===== config.mk =====
export PLATFORM = sky130hd
export DESIGN_NAME = scarv_cop_aes_sbox_seq
export DESIGN_NICKNAME = d
export VERILOG_FILES = /design/src/rtl/scarv_cop_aes_pkg.sv /design/src/rtl/scarv_cop_aes_sbox_lane.sv /design/src/rtl/scarv_cop_aes_sbox_seq.sv
export SDC_FILE = /design/constraint.sdc
export NUM_CORES = 1
export LEC_CHECK = 0
export ABC_AREA = 0
export ABC_CLOCK_PERIOD_IN_PS = 19140
export BUFFER_PORTS_ARGS = -buffer_cell sky130_fd_sc_hd__buf_4
export CORE_UTILIZATION = 44
export DETAILED_ROUTE_END_ITERATION = 7
export PLACE_DENSITY = 0.63
export SYNTH_ARGS = -nofsm -noshare
export SYNTH_HDL_FRONTEND = slang
export SYNTH_SLANG_ARGS = --single-unit

===== constraint.sdc =====
create_clock -name g_clk -period 19.14 [get_ports g_clk]
set_input_delay 3.828 -clock g_clk [delete_from_list [all_inputs] [get_ports g_clk]]
set_output_delay 3.828 -clock g_clk [all_outputs]
set_load 0.1 [all_outputs]

===== src/rtl/scarv_cop_aes_pkg.sv =====
// Shared AES S-box definitions: FSM states, affine constants, field polynomial
// and the GF(2^8) / affine helper functions used by the byte lanes.
package scarv_cop_aes_pkg;

  typedef enum logic [1:0] {
    IDLE = 2'd0,
    BUSY = 2'd1,
    DONE = 2'd2
  } state_e;

  localparam logic [7:0] AFF_FWD = 8'h63;
  localparam logic [7:0] AFF_INV = 8'h05;
  localparam logic [8:0] POLY    = 9'h11B;

  function automatic logic [7:0] rotl8(
    input logic [7:0] b,
    input int unsigned k
  );
    logic [15:0] t;
    t = {b, b} << k;
    return t[15:8];
  endfunction

  function automatic logic [7:0] xtime(input logic [7:0] a);
    return {a[6:0], 1'b0} ^ (a[7] ? POLY[7:0] : 8'h00);
  endfunction

  function automatic logic [7:0] gf_mul(
    input logic [7:0] a,
    input logic [7:0] b
  );
    logic [7:0] p;
    logic [7:0] x;
    p = 8'h00;
    x = a;
    for (int i = 0; i < 8; i++) begin
      if (b[i]) p = p ^ x;
      x = xtime(x);
    end
    return p;
  endfunction

  // a^254 == a^-1 in GF(2^8); a = 0 maps to 0 naturally.
  function automatic logic [7:0] gf_inv(input logic [7:0] a);
    logic [7:0] r;
    logic [7:0] s;
    r = 8'h01;
    s = a;
    for (int i = 1; i < 8; i++) begin
      s = gf_mul(s, s);
      r = gf_mul(r, s);
    end
    return r;
  endfunction

  function automatic logic [7:0] aff_fwd(input logic [7:0] b);
    return b ^ rotl8(b, 1) ^ rotl8(b, 2)
             ^ rotl8(b, 3) ^ rotl8(b, 4) ^ AFF_FWD;
  endfunction

  function automatic logic [7:0] aff_inv(input logic [7:0] b);
    return rotl8(b, 1) ^ rotl8(b, 3)
         ^ rotl8(b, 6) ^ AFF_INV;
  endfunction

endpackage


===== src/rtl/scarv_cop_aes_sbox_lane.sv =====
// One combinational AES byte S-box, forward or inverse.
// Ports: in_i byte in, inv_i selects inverse, out_o substituted byte.
module scarv_cop_aes_sbox_lane
  import scarv_cop_aes_pkg::*;
(
  input  logic [7:0] in_i,
  input  logic       inv_i,
  output logic [7:0] out_o
);

  logic [7:0] pre;
  logic [7:0] inv_b;

  // One shared field inverter: affine before it (inverse) or after (forward).
  assign pre   = inv_i ? aff_inv(in_i) : in_i;
  assign inv_b = gf_inv(pre);
  assign out_o = inv_i ? inv_b : aff_fwd(inv_b);

endmodule


===== src/rtl/scarv_cop_aes_sbox_seq.sv =====
// Sequential AES (Inv)SubBytes over a word, LANES bytes per cycle.
// Ports: in_* request handshake/operand, out_* result handshake/word.
// Option SCARV_COP_AES_SBOX_ROTWORD_EN adds in_rot (SubWord(RotWord(x))).
module scarv_cop_aes_sbox_seq
  import scarv_cop_aes_pkg::*;
#(
  parameter int WORD_BYTES = 4,
  parameter int LANES      = 1
) (
  input  logic                    g_clk,
  input  logic                    g_reset,
  input  logic                    in_valid,
  output logic                    in_ready,
  input  logic                    in_inv,
  input  logic [8*WORD_BYTES-1:0] in_data,
`ifdef SCARV_COP_AES_SBOX_ROTWORD_EN
  input  logic                    in_rot,
`endif
  output logic                    out_valid,
  input  logic                    out_ready,
  output logic [8*WORD_BYTES-1:0] out_data
);

  localparam int W    = 8 * WORD_BYTES;
  localparam int NGRP = WORD_BYTES / LANES;
  localparam int CW   = (NGRP > 1) ? $clog2(NGRP) : 1;

  state_e         state_q;
  logic [CW-1:0]  cnt_q;
  logic [W-1:0]   op_q;
  logic [W-1:0]   op_d;
  logic [W-1:0]   res_q;
  logic [W-1:0]   res_d;
  logic           inv_q;
  logic           in_ready_q;
  logic           out_valid_q;
  logic           last;
  logic [7:0]     lane_in  [LANES];
  logic [7:0]     lane_out [LANES];

`ifdef SCARV_COP_AES_SBOX_ROTWORD_EN
  // Byte i takes byte i+1; rotation is a forward-only operation.
  assign op_d = (in_rot && !in_inv)
              ? ((in_data >> 8) | (in_data << (W - 8)))
              : in_data;
`else
  assign op_d = in_data;
`endif

  assign last = (cnt_q == CW'(NGRP - 1));

  for (genvar l = 0; l < LANES; l++) begin : g_lane
    assign lane_in[l] = op_q[8*(int'(cnt_q)*LANES + l) +: 8];
    scarv_cop_aes_sbox_lane u_lane (
      .in_i  (lane_in[l]),
      .inv_i (inv_q),
      .out_o (lane_out[l])
    );
  end

  always_comb begin
    res_d = res_q;
    for (int l = 0; l < LANES; l++) begin
      res_d[8*(int'(cnt_q)*LANES + l) +: 8] = lane_out[l];
    end
  end

  always_ff @(posedge g_clk) begin
    if (g_reset) begin
      state_q     <= IDLE;
      cnt_q       <= '0;
      op_q        <= '0;
      res_q       <= '0;
      inv_q       <= 1'b0;
      in_ready_q  <= 1'b1;
      out_valid_q <= 1'b0;
    end else begin
      unique case (state_q)
        IDLE: begin
          if (in_valid && in_ready_q) begin
            op_q       <= op_d;
            inv_q      <= in_inv;
            cnt_q      <= '0;
            in_ready_q <= 1'b0;
            state_q    <= BUSY;
          end
        end
        BUSY: begin
          res_q <= res_d;
          if (last) begin
            cnt_q       <= '0;
            out_valid_q <= 1'b1;
            state_q     <= DONE;
          end else begin
            cnt_q <= cnt_q + 1'b1;
          end
        end
        DONE: begin
          if (out_ready) begin
            out_valid_q <= 1'b0;
            in_ready_q  <= 1'b1;
            state_q     <= IDLE;
          end
        end
        default: begin
          in_ready_q  <= 1'b1;
          out_valid_q <= 1'b0;
          state_q     <= IDLE;
        end
      endcase
    end
  end

  assign in_ready  = in_ready_q;
  assign out_valid = out_valid_q;
  assign out_data  = res_q;

endmodule

==> results by stage <==
Timing:
- The clock skew after layout is 0.00815 ns.
- The final count of pins violating max slew is 0.
- The final clock period utilization by the worst path is 0.938.
- The highest achievable clock rate is 55.7 MHz.
- The number of endpoints failing setup at the final stage is 0.
- Subtracting the final worst setup slack from the clock period gives 17.95 ns.
- The worst pin sits at a relative slew slack of 0.120.
- Setup repair after global routing left no endpoint under its margin.
- The count of endpoints failing hold in the final timing report came to 0.
- The setup slack of the critical path after layout is 1.19 ns.
- The setup TNS is 0 ns.
- The slew of the pin with the lowest slew margin is 1.31 ns.

Setup path:
- The cell that appears most often on the critical path is xnor2_1.
- The count of cells along the worst register-to-register path is 62.
- In this run the worst path has a maximum fanout of 17.
- The critical path launch point type is a flip-flop.
- The cell with the biggest individual delay on the critical path is mux4_2.
- Across all register-to-register paths, the minimum setup slack is 1.19 ns.
- The endpoint required time on the critical path is 19.41 ns.
- The critical path class is reg -> reg.
- The kind of capture point of the worst setup path is a flip-flop.
- For this run, the slowest stage of the critical path takes 0.67 ns.
- For the worst setup path, the data arrival time is 18.22 ns.

Synth:
- After synthesis the netlist holds a flip-flop and latch count of 71.
- The commonest register cell after synthesis is dfxtp_1.
- The count of unique library cells instantiated by Yosys is 96.
- Synthesis produced a netlist with a net count of 2287.
- Averaged over all synthesized cells, the footprint is 7.82 um^2.
- For this run, the register share of the synthesized area comes to 0.0813.
- The netlist area before placement is 17500 um^2.
- Of all flip-flops after synthesis, the portion carrying an async set or reset was 0.
- The number of enable flip-flop cells after synthesis is 0.
- The post-synthesis instance total is 2237.
- The Yosys step of the flow raised 0 warnings.

Outcome:
- The run finished with clean final reports.

Cells and area:
- Compared with the post-synthesis result, the final layout area differs by 9.10%.
- The most common cell after layout, fill and taps aside is xnor2_1.
- The count of filler cells inserted in the layout is 3808.
- The footprint of the flip-flops and latches is 1430 um^2.
- Measured on the finished design, the core utilization comes to 0.490.
- 0 antenna diodes ended up in the layout.
- The fraction of final layout cells sized beyond drive strength 1 is 0.146.
- In the final layout, the multi-input gates occupy 15400 um^2.
- The number of nets at the end of the flow is 2304.
- The top cell types in the final layout, fill and taps aside, are 361 x xnor2_1, 295 x nor2_1, 252 x nand2_1.

Placed design:
- The number of buffers inserted by port buffering is 70.
- Routability-driven placement finished with a final weighted congestion of 0.929.
- OpenSTA, run right after detailed placement, puts the worst setup slack at 0.00656 ns.
- The wire-length estimate of the detail-placed layout is 36400 um.

Clocking:
- Counting along the longest clock path gives a buffer depth of 2.
- The H-tree generated during clock tree synthesis spans 3 levels.
- The CTS tree is done.
- The number of buffers created by CTS is 9.
- The cell sitting at the root of the clock tree is a clkbuf_16.
- The clock transition time at the flip-flop clock pins of the worst setup and hold paths is 0.05 ns.
- The post-cts hold buffer count is 0.
- The clock insertion delay at the later pin of the skew report is 0.33 ns.
- Counting every sink on the clock net gives 71.

Floorplan:
- In this run the count of I/O pins placed on the die edge is 71.
- In this run the standard cell core region covers 38900 um^2.
- The starting density of the core is 0.449.
- The overall die area is 40600 um^2.
- The floorplan has 72 rows.
- The die span in x is 201 um.
- The die outline height is 201 um.

Drt:
- After detailed routing, the average wire length per cell comes to 17.9 um.
- The number of search-and-repair iterations in the first detailed-routing pass is 5.
- The number of nets with antenna violations after detailed routing is 0.
- The total DRC errors in the routed layout is 0.
- Summing over every cut layer, the via total after detailed routing is 15996.
- The vias per cell is 5.76.
- For this block, the initial DRC count from the detailed router was 1327.
- The total wire length is 49800 um.

Global routing:
- The largest net degree at the start of global routing is 46.
- The total congestion overflow after global routing is 0.
- The number of global-route vias before repair was 15052.
- The total global routing track utilization is 0.239.
- The number of antenna violations at the first check in global routing is 0.
- The global-route wire length before repair is 80500 um.

Job:
- The total of max-cap violations is 0.

Hold path:
- The tightest min-delay check is of the reg -> reg type.
- Along the worst hold path, the cell count comes to 2.
## worst paths after layout
check | startpoint | end
setup / recovery | cnt_q[0] | out_data[26]
hold / removal | op_q[28] | op_q[28]
setup reg to reg | cnt_q[0] | out_data[26]
hold reg to reg | op_q[28] | op_q[28]
## worst max-delay path, delay by kind of cell, from the launching register on
kind	cells	cell delay, ns
buffers and inverters	5	0.87
AO/OA/AOI/OAI	2	0.47
XOR/XNOR	43	13.24
adder cells (fa/ha/maj)	2	0.75
multiplexers	2	1.02
AND/OR/NAND/NOR	8	0.99
flip-flops	1	0.50
## area by class of cell
class	instances	area share
Tap cell	518	0.0340
Multi-Input combinational cell	1996	0.808
Timing Repair Buffer	147	0.0578
Clock buffer	11	0.0127
Sequential cell	71	0.0747
Clock inverter	5	0.00675
Inverter	29	0.00570
## flip-flops by register name (all words and copies together) (netlist names)
name       count
cnt_q          2
op_q          32
in_ready       1
out_valid      1
inv_q          1
state_q        2
out_data      32
## synthesized netlist by cell type (8+ instances only)
cell type / count / area share
mux4_2: 8 / 0.010
a22o_1: 33 / 0.017
o21a_1: 13 / 0.0056
xor2_2: 11 / 0.010
nand2_1: 252 / 0.054
o21ai_0: 61 / 0.017
a31oi_1: 18 / 0.0064
nand3_1: 53 / 0.015
o31ai_1: 10 / 0.0043
o22ai_1: 33 / 0.012
mux2i_1: 71 / 0.041
and3_1: 12 / 0.0043
a21oi_1: 151 / 0.043
inv_1: 20 / 0.0043
xnor2_1: 371 / 0.19
xor2_1: 117 / 0.059
nor2_1: 296 / 0.064
xor3_1: 10 / 0.014
clkbuf_1: 69 / 0.015
and2_1: 14 / 0.0050
xnor2_2: 45 / 0.042
ha_1: 13 / 0.0093
buf_4: 14 / 0.0060
o211ai_1: 21 / 0.0090
a22oi_1: 12 / 0.0052
a211oi_1: 15 / 0.0064
dfxtp_1: 71 / 0.081
nor4_1: 11 / 0.0039
nor3_1: 46 / 0.013
buf_1: 13 / 0.0028
nor2_2: 8 / 0.0029
xnor3_1: 50 / 0.064
mux2_2: 14 / 0.0090
nor2b_1: 15 / 0.0054
xnor2_4: 17 / 0.027
xnor3_2: 11 / 0.015
nand2b_1: 16 / 0.0057
buf_2: 41 / 0.012
a211o_1: 12 / 0.0060
o21ai_1: 11 / 0.0031
## cell families after synthesis
kind of cell | synth area share
adder cells (fa/ha/maj) | 0.0110
buffers and inverters | 0.0441
flip-flops | 0.0813
AND/OR/NAND/NOR | 0.191
XOR/XNOR | 0.424
AO/OA/AOI/OAI | 0.183
multiplexers | 0.0654
## through the flow
step	hold WS [ns]	instances	area (um^2)
2_1_floorplan	0.433	2237	17500
3_3_place_gp	0.439	2755	18600
3_5_place_dp	0.447	2755	18600
4_1_cts	0.455	2771	19000
5_1_grt	0.470	2777	19100
6_report	0.456	2777	19100
## layer usage
| layer | routed length [um] | vias up | GRT usage |
|---|---|---|---|
| met5 | 0 | - | 0 |
| met4 | 968 | 0 | 0.0598 |
| met3 | 2960 | 80 | 0.0214 |
| met2 | 23100 | 538 | 0.397 |
| met1 | 22800 | 7566 | 0.333 |
| li1 | - | 7812 | - |
## repair_timing
action | 4_1_cts | 5_1_grt
cloned | 0 | 0
endpoints found under the hold margin | 0 | 0
setup endpoints to repair | 16 | 32
resized for setup | 1 | 11
pin swaps | 0 | 1
buffers inserted | 0 | 6
Power is not shown: default switching activity piles up to over one toggle a cycle in this logic, so the estimate is an artifact.
